===== src/rtl/expr_stream_gen.sv =====
// -----------------------------------------------------------------------------
// expr_stream_gen
//
// Transmit-side companion to the expression-string recogniser. The host loads
// up to DEPTH tokens (operand digit plus the operator that precedes it) into a
// small buffer. On start the block emits a well-formed ASCII expression,
// digit (op digit)*, one byte per out_valid/out_ready handshake.
//
// Optional build macro:
//   EXPR_TERM_EN  - when defined, an '=' byte is appended after the last digit
//                   as an end-of-frame marker (TERM state). When undefined the
//                   last digit handshake goes straight to FIN.
//
// Parameters:
//   DEPTH  token buffer entries; must equal 2**AW
//   AW     index / pointer width
//
// Ports:
//   clk        clock, all state changes on posedge
//   clr        asynchronous, active-high reset
//   wr_en      push one token {wr_op, wr_digit}
//   wr_digit   operand value, legal 0..9
//   wr_op      operator preceding this operand (0 '+', 1 '*'), unused on token 0
//   start      begin emitting the buffered frame
//   out_ready  downstream accepts out_char this cycle
//   out_valid  out_char is valid
//   out_char   ASCII byte
//   busy       frame emission in progress
//   done       one-cycle pulse after the last byte is accepted
//   wr_err     one-cycle pulse when a write is dropped
//   count      tokens currently buffered
// -----------------------------------------------------------------------------
module expr_stream_gen #(
  parameter int DEPTH = 8,
  parameter int AW    = 3
) (
  input  logic          clk,
  input  logic          clr,
  input  logic          wr_en,
  input  logic [3:0]    wr_digit,
  input  logic          wr_op,
  input  logic          start,
  input  logic          out_ready,
  output logic          out_valid,
  output logic [7:0]    out_char,
  output logic          busy,
  output logic          done,
  output logic          wr_err,
  output logic [AW:0]   count
);

  localparam logic [2:0] S_IDLE = 3'd0;
  localparam logic [2:0] S_DIG  = 3'd1;
  localparam logic [2:0] S_OP   = 3'd2;
`ifdef EXPR_TERM_EN
  localparam logic [2:0] S_TERM = 3'd3;
`endif
  localparam logic [2:0] S_FIN  = 3'd4;

  localparam logic [AW:0]   DEPTH_C   = (AW+1)'(DEPTH);
  localparam logic [AW:0]   CNT_ONE_C = (AW+1)'(1'b1);
  localparam logic [AW-1:0] IDX_ONE_C = AW'(1'b1);

  // ASCII code of a decimal digit
  function automatic logic [7:0] ascii_digit(input logic [3:0] d);
    return 8'h30 + {4'h0, d};
  endfunction

  // ASCII code of the operator bit
  function automatic logic [7:0] op_char(input logic op);
    return op ? 8'h2A : 8'h2B;
  endfunction

  logic [2:0]    state_q, state_d;
  logic [AW-1:0] idx_q, idx_d;
  logic [AW:0]   count_q, count_d;
  logic          wr_err_q, wr_err_d;
  logic [4:0]    entry_q [DEPTH];

  logic          wr_accept_s;
  logic          hs_s;
  logic          last_s;
  logic [AW-1:0] nxt_idx_s;

  // Write qualification, handshake and end-of-frame decode
  always_comb begin
    wr_accept_s = wr_en && (state_q == S_IDLE) && !start &&
                  (count_q < DEPTH_C) && (wr_digit <= 4'd9);
    hs_s        = out_valid && out_ready;
    // idx is only compared while emitting, where count_q >= 1
    last_s      = ({1'b0, idx_q} == (count_q - CNT_ONE_C));
    nxt_idx_s   = idx_q + IDX_ONE_C;
  end

  // Next-state logic for FSM, index, fill count and write-error pulse
  always_comb begin
    state_d  = state_q;
    idx_d    = idx_q;
    count_d  = count_q;
    wr_err_d = wr_en && !wr_accept_s;
    case (state_q)
      S_IDLE: begin
        if (wr_accept_s) begin
          count_d = count_q + CNT_ONE_C;
        end else if (start && (count_q != {(AW+1){1'b0}})) begin
          state_d = S_DIG;
          idx_d   = {AW{1'b0}};
        end else begin
          state_d = S_IDLE;
        end
      end
      S_DIG: begin
        if (hs_s) begin
          if (last_s) begin
`ifdef EXPR_TERM_EN
            state_d = S_TERM;
`else
            state_d = S_FIN;
`endif
          end else begin
            state_d = S_OP;
          end
        end else begin
          state_d = S_DIG;
        end
      end
      S_OP: begin
        if (hs_s) begin
          idx_d   = nxt_idx_s;
          state_d = S_DIG;
        end else begin
          state_d = S_OP;
        end
      end
`ifdef EXPR_TERM_EN
      S_TERM: begin
        if (hs_s) begin
          state_d = S_FIN;
        end else begin
          state_d = S_TERM;
        end
      end
`endif
      S_FIN: begin
        count_d = {(AW+1){1'b0}};
        idx_d   = {AW{1'b0}};
        state_d = S_IDLE;
      end
      default: begin
        state_d = S_IDLE;
        idx_d   = {AW{1'b0}};
        count_d = {(AW+1){1'b0}};
      end
    endcase
  end

  // Control state registers, cleared asynchronously by clr
  always_ff @(posedge clk or posedge clr) begin
    if (clr) begin
      state_q  <= S_IDLE;
      idx_q    <= {AW{1'b0}};
      count_q  <= {(AW+1){1'b0}};
      wr_err_q <= 1'b0;
    end else begin
      state_q  <= state_d;
      idx_q    <= idx_d;
      count_q  <= count_d;
      wr_err_q <= wr_err_d;
    end
  end

  // Token buffer; contents are don't-care after reset so it carries none
  always_ff @(posedge clk) begin
    if (wr_accept_s) begin
      entry_q[count_q[AW-1:0]] <= {wr_op, wr_digit};
    end
  end

  // Moore output decode; everything depends only on registered state
  always_comb begin
    out_valid = 1'b0;
    out_char  = 8'h00;
    busy      = 1'b0;
    done      = 1'b0;
    case (state_q)
      S_DIG: begin
        out_valid = 1'b1;
        out_char  = ascii_digit(entry_q[idx_q][3:0]);
        busy      = 1'b1;
      end
      S_OP: begin
        // operator belongs to the operand that follows it
        out_valid = 1'b1;
        out_char  = op_char(entry_q[nxt_idx_s][4]);
        busy      = 1'b1;
      end
`ifdef EXPR_TERM_EN
      S_TERM: begin
        out_valid = 1'b1;
        out_char  = 8'h3D;
        busy      = 1'b1;
      end
`endif
      S_FIN: begin
        done = 1'b1;
      end
      default: begin
        out_valid = 1'b0;
        out_char  = 8'h00;
      end
    endcase
  end

  assign wr_err = wr_err_q;
  assign count  = count_q;

endmodule


===== config.mk =====
export PLATFORM = sky130hd
export DESIGN_NAME = expr_stream_gen
export DESIGN_NICKNAME = d
export VERILOG_FILES = /design/src/rtl/expr_stream_gen.sv
export SDC_FILE = /design/constraint.sdc
export NUM_CORES = 1
export LEC_CHECK = 0
export ABC_AREA = 1
export ABC_CLOCK_PERIOD_IN_PS = 1750
export CORE_ASPECT_RATIO = 0.6
export CORE_MARGIN = 1
export CORE_UTILIZATION = 60
export CTS_CLUSTER_SIZE = 25
export DETAILED_ROUTE_END_ITERATION = 8
export DONT_BUFFER_PORTS = 1
export PLACE_DENSITY = 0.76
export SKIP_CTS_REPAIR_TIMING = 1
export SYNTH_ARGS = -nofsm -noshare
export SYNTH_HDL_FRONTEND = slang
export SYNTH_SLANG_ARGS = --single-unit

===== constraint.sdc =====
create_clock -name clk -period 1.75 [get_ports clk]
set_input_delay 0.35 -clock clk [delete_from_list [all_inputs] [get_ports clk]]
set_output_delay 0.35 -clock clk [all_outputs]
set_load 0.005 [all_outputs]

==> flow_metrics.py <==
metrics = {
    "outcome": {
        "status": "finished with violations",
        "violations": "DRC, setup timing",
    },
    "sta": {
        "final.setup.tns_ns": -0.274,
        "setup_ws_ns": -0.123,
        "rsz0062_at_grt": "true",
        "slew_viol_final": 0,
        "setup_viol": 4,
        "clock_skew_ns": 0.00823,
        "period_needed_ns": 1.87,
        "timing.final.hold_violations": 0,
        "fin_hold_ws_ns": 0.131,
        "finalCritPeriodShare_pct": 107,
        "max_freq_mhz": 534,
    },
    "worst_setup_path": {
        "slowest_delay_ns": 0.45,
        "crit_top_cell": "nand3_1",
        "startpoint": "idx_q[1]",
        "r2r-end": "entry_q[4][4]",
        "crit_path_max_fanout": 6,
        "cp-endpoint": "out_char[3]",
        "cp.arrival_ns": 1.52,
        "r2r_cells": 8,
        "crit_path_top_delay_cell": "dfrtp_2",
        "worstPathRequired_ns": 1.40,
        "start_kind": "flip-flop",
        "worstSetupEndpointType": "output pin",
        "timing.rr.start": "count[3]",
        "cp_cell_sequence": "buf_6, buf_4, nor2_1, o21ai_1, nand3_1, nand3_1, nand2_1",
        "crit_type": "reg -> out",
        "r2r_setup_slack_ns": 0.14,
    },
    "floorplanning": {
        "die_w_um": 84.6,
        "dieHeight_um": 51.5,
        "core_um2": 3790,
        "rows": 17,
        "die_area_um2": 4360,
        "ios": 26,
        "start_util_pct": 64.8,
    },
    "clock_network": {
        "cts-buffers-inserted": 5,
        "cts_tree": "yes",
        "cts_sinks": 51,
        "clk_pin_slew_worst_paths_ns": 0.09,
        "root_buffer": "clkbuf_8",
        "clk_latency_ns": 0.31,
        "htree_levels": 2,
        "clockBufferDepth": 2,
    },
    "drt": {
        "drtPass1Iterations": 7,
        "wl_per_cell_um": 16.5,
        "vias": 1777,
        "ant_nets": 0,
        "wl_mm": 5.30,
        "route.detailed.drc": 1,
        "vias_per_cell": 5.54,
        "drt-initial-drc-count": 180,
    },
    "synth": {
        "synth_cell_types": 24,
        "syn_inst": 259,
        "syn_avg_cell_area_um2": 9.48,
        "synth_top_cell_by_area": "edfxtp_1",
        "yosysWarnings": 0,
        "synth_top_area_share_pct": 48.9,
        "ys_ff_latch": 51,
        "synth_area_um2": 2450,
        "synth_area_leaders": "edfxtp_1, nand2_1, dfrtp_1",
        "ys_seq_area_share_pct": 60.1,
    },
    "pwr": {
        "p_int_mw": 2.21,
        "power_frac_clock_pct": 18.3,
        "p_total_mw": 3.61,
        "p_comb_share_pct": 39.6,
        "swShare_pct": 39.0,
        "leakagePower_nw": 1.20,
        "seqPwrFrac_pct": 42.1,
        "powerDensity_nw_per_um2": 1330,
        "p_sw_mw": 1.41,
        "peakVddDrop_mv": 0.809,
    },
    "placement": {
        "numPlacedInstances": 309,
        "pre_cts_ws_ns": 0.125,
        "placed_area_um2": 2540,
        "gp_congestion": 0.906,
        "dp_hpwl_mm": 3.81,
        "port_buffers": 0,
    },
    "global_routing": {
        "grt_remaining_overflow": 0,
        "grt_pass1_vias": 1531,
        "antenna_found_initial": 0,
        "grt_pass1_wl_mm": 8.06,
        "grt_max_degree": 22,
        "grt_usage_pct": 26.4,
    },
    "finish": {
        "fin_util_pct": 71.7,
        "layout_common_cells": "nand2_1, edfxtp_1, inv_1",
        "drive_above_1_share_pct": 15.7,
        "layoutNonFillerInstCount": 321,
        "syn2layout_area_growth_pct": 10.6,
        "insertedDiodeCount": 0,
        "final_common_cell": "nand2_1",
        "fin_area_um2": 2720,
        "layout.nets": 286,
        "fillers": 286,
    },
    "job": {
        "drv_cap": 0,
    },
    "min_path": {
        "holdCritPathClass": "in -> reg",
    },
}
==> area by class of cell <==
type                            count  area (um2)  area share (%)
Inverter                           34         138            5.07
Clock inverter                      3        20.0           0.737
Clock buffer                        5        68.8            2.53
Multi-Input combinational cell    165         815            30.0
Timing Repair Buffer               16         136            5.02
Sequential cell                    51        1480            54.5
Tap cell                           47        58.8            2.17
==> layer usage <==
layer / vias to the layer above / share of wire (%) / GRT usage (%)
li1: 855 / - / -
met1: 816 / 49 / 44.5
met2: 97 / 38 / 32.4
met3: 9 / 11 / 5.71
met4: 0 / 1.1 / 9.04
met5: - / 0 / 0
==> worst min path at each step <==
| stage | start | endpoint | slack, ns | cells past startpoint |
|---|---|---|---|---|
| finish | wr_digit[1] | entry_q[7][1] | 0.13 | 0 |
| global route | wr_digit[1] | entry_q[7][1] | 0.12 | 0 |
| CTS | clr | count[1] | -0.07 | 1 |
| detailed placement | clr | count[1] | 0.26 | 1 |
| global placement | clr | count[1] | 0.26 | 1 |
| floorplan | clr | count[0] | 0.20 | 1 |
==> critical path, delay by kind of cell (launching register included) <==
| family | cells | cell delay [ns] |
|---|---|---|
| AOI/OAI and AO/OA | 1 | 0.09 |
| buffers and inverters | 2 | 0.29 |
| DFF | 1 | 0.45 |
| and+or+nand+nor | 4 | 0.40 |
==> logic make-up (layout without fill, tap and decap cells) <==
group | after synthesis | after routing | synth area share [%]
compound gates | 14 | 14 | 3.01
flops | 51 | 51 | 60.1
simple gates | 142 | 142 | 25.8
fa+ha+maj | 3 | 3 | 1.53
xor+xnor | 4 | 4 | 1.43
buf+inv | 44 | 58 | 7.95
other cells | 1 | 2 | 0.153
==> registers in the layout (all words and copies together) (netlist names) <==
| name | flops |
|---|---|
| entry_q | 40 |
| state_q | 3 |
| count | 4 |
| idx_q | 3 |
| wr_err | 1 |
==> power groups by stage <==
stage                     sequential, mW  combinational, mW  clock, mW
after floorplan                     1.54               1.01          0
after global placement              1.52               1.31          0
after detailed placement            1.52               1.32          0
after CTS                           1.50               1.32      0.670
after global routing                1.54               1.58      0.713
final                               1.52               1.43      0.662
==> synthesized netlist by cell type <==
master	count
o21ai_0	10
nand3_2	3
edfxtp_1	40
nand2_4	2
nor3_1	1
buf_2	5
nand3_1	25
nor2_2	2
dfrtp_1	11
nand2_1	78
a21oi_1	2
inv_6	1
xnor2_1	4
ha_1	3
o221ai_1	1
nor2_1	28
o21ai_1	1
nand2_2	1
nand3_4	1
nor3_4	1
inv_1	31
buf_4	5
conb_1	1
inv_2	2
Power figures use the tool's default switching activity.
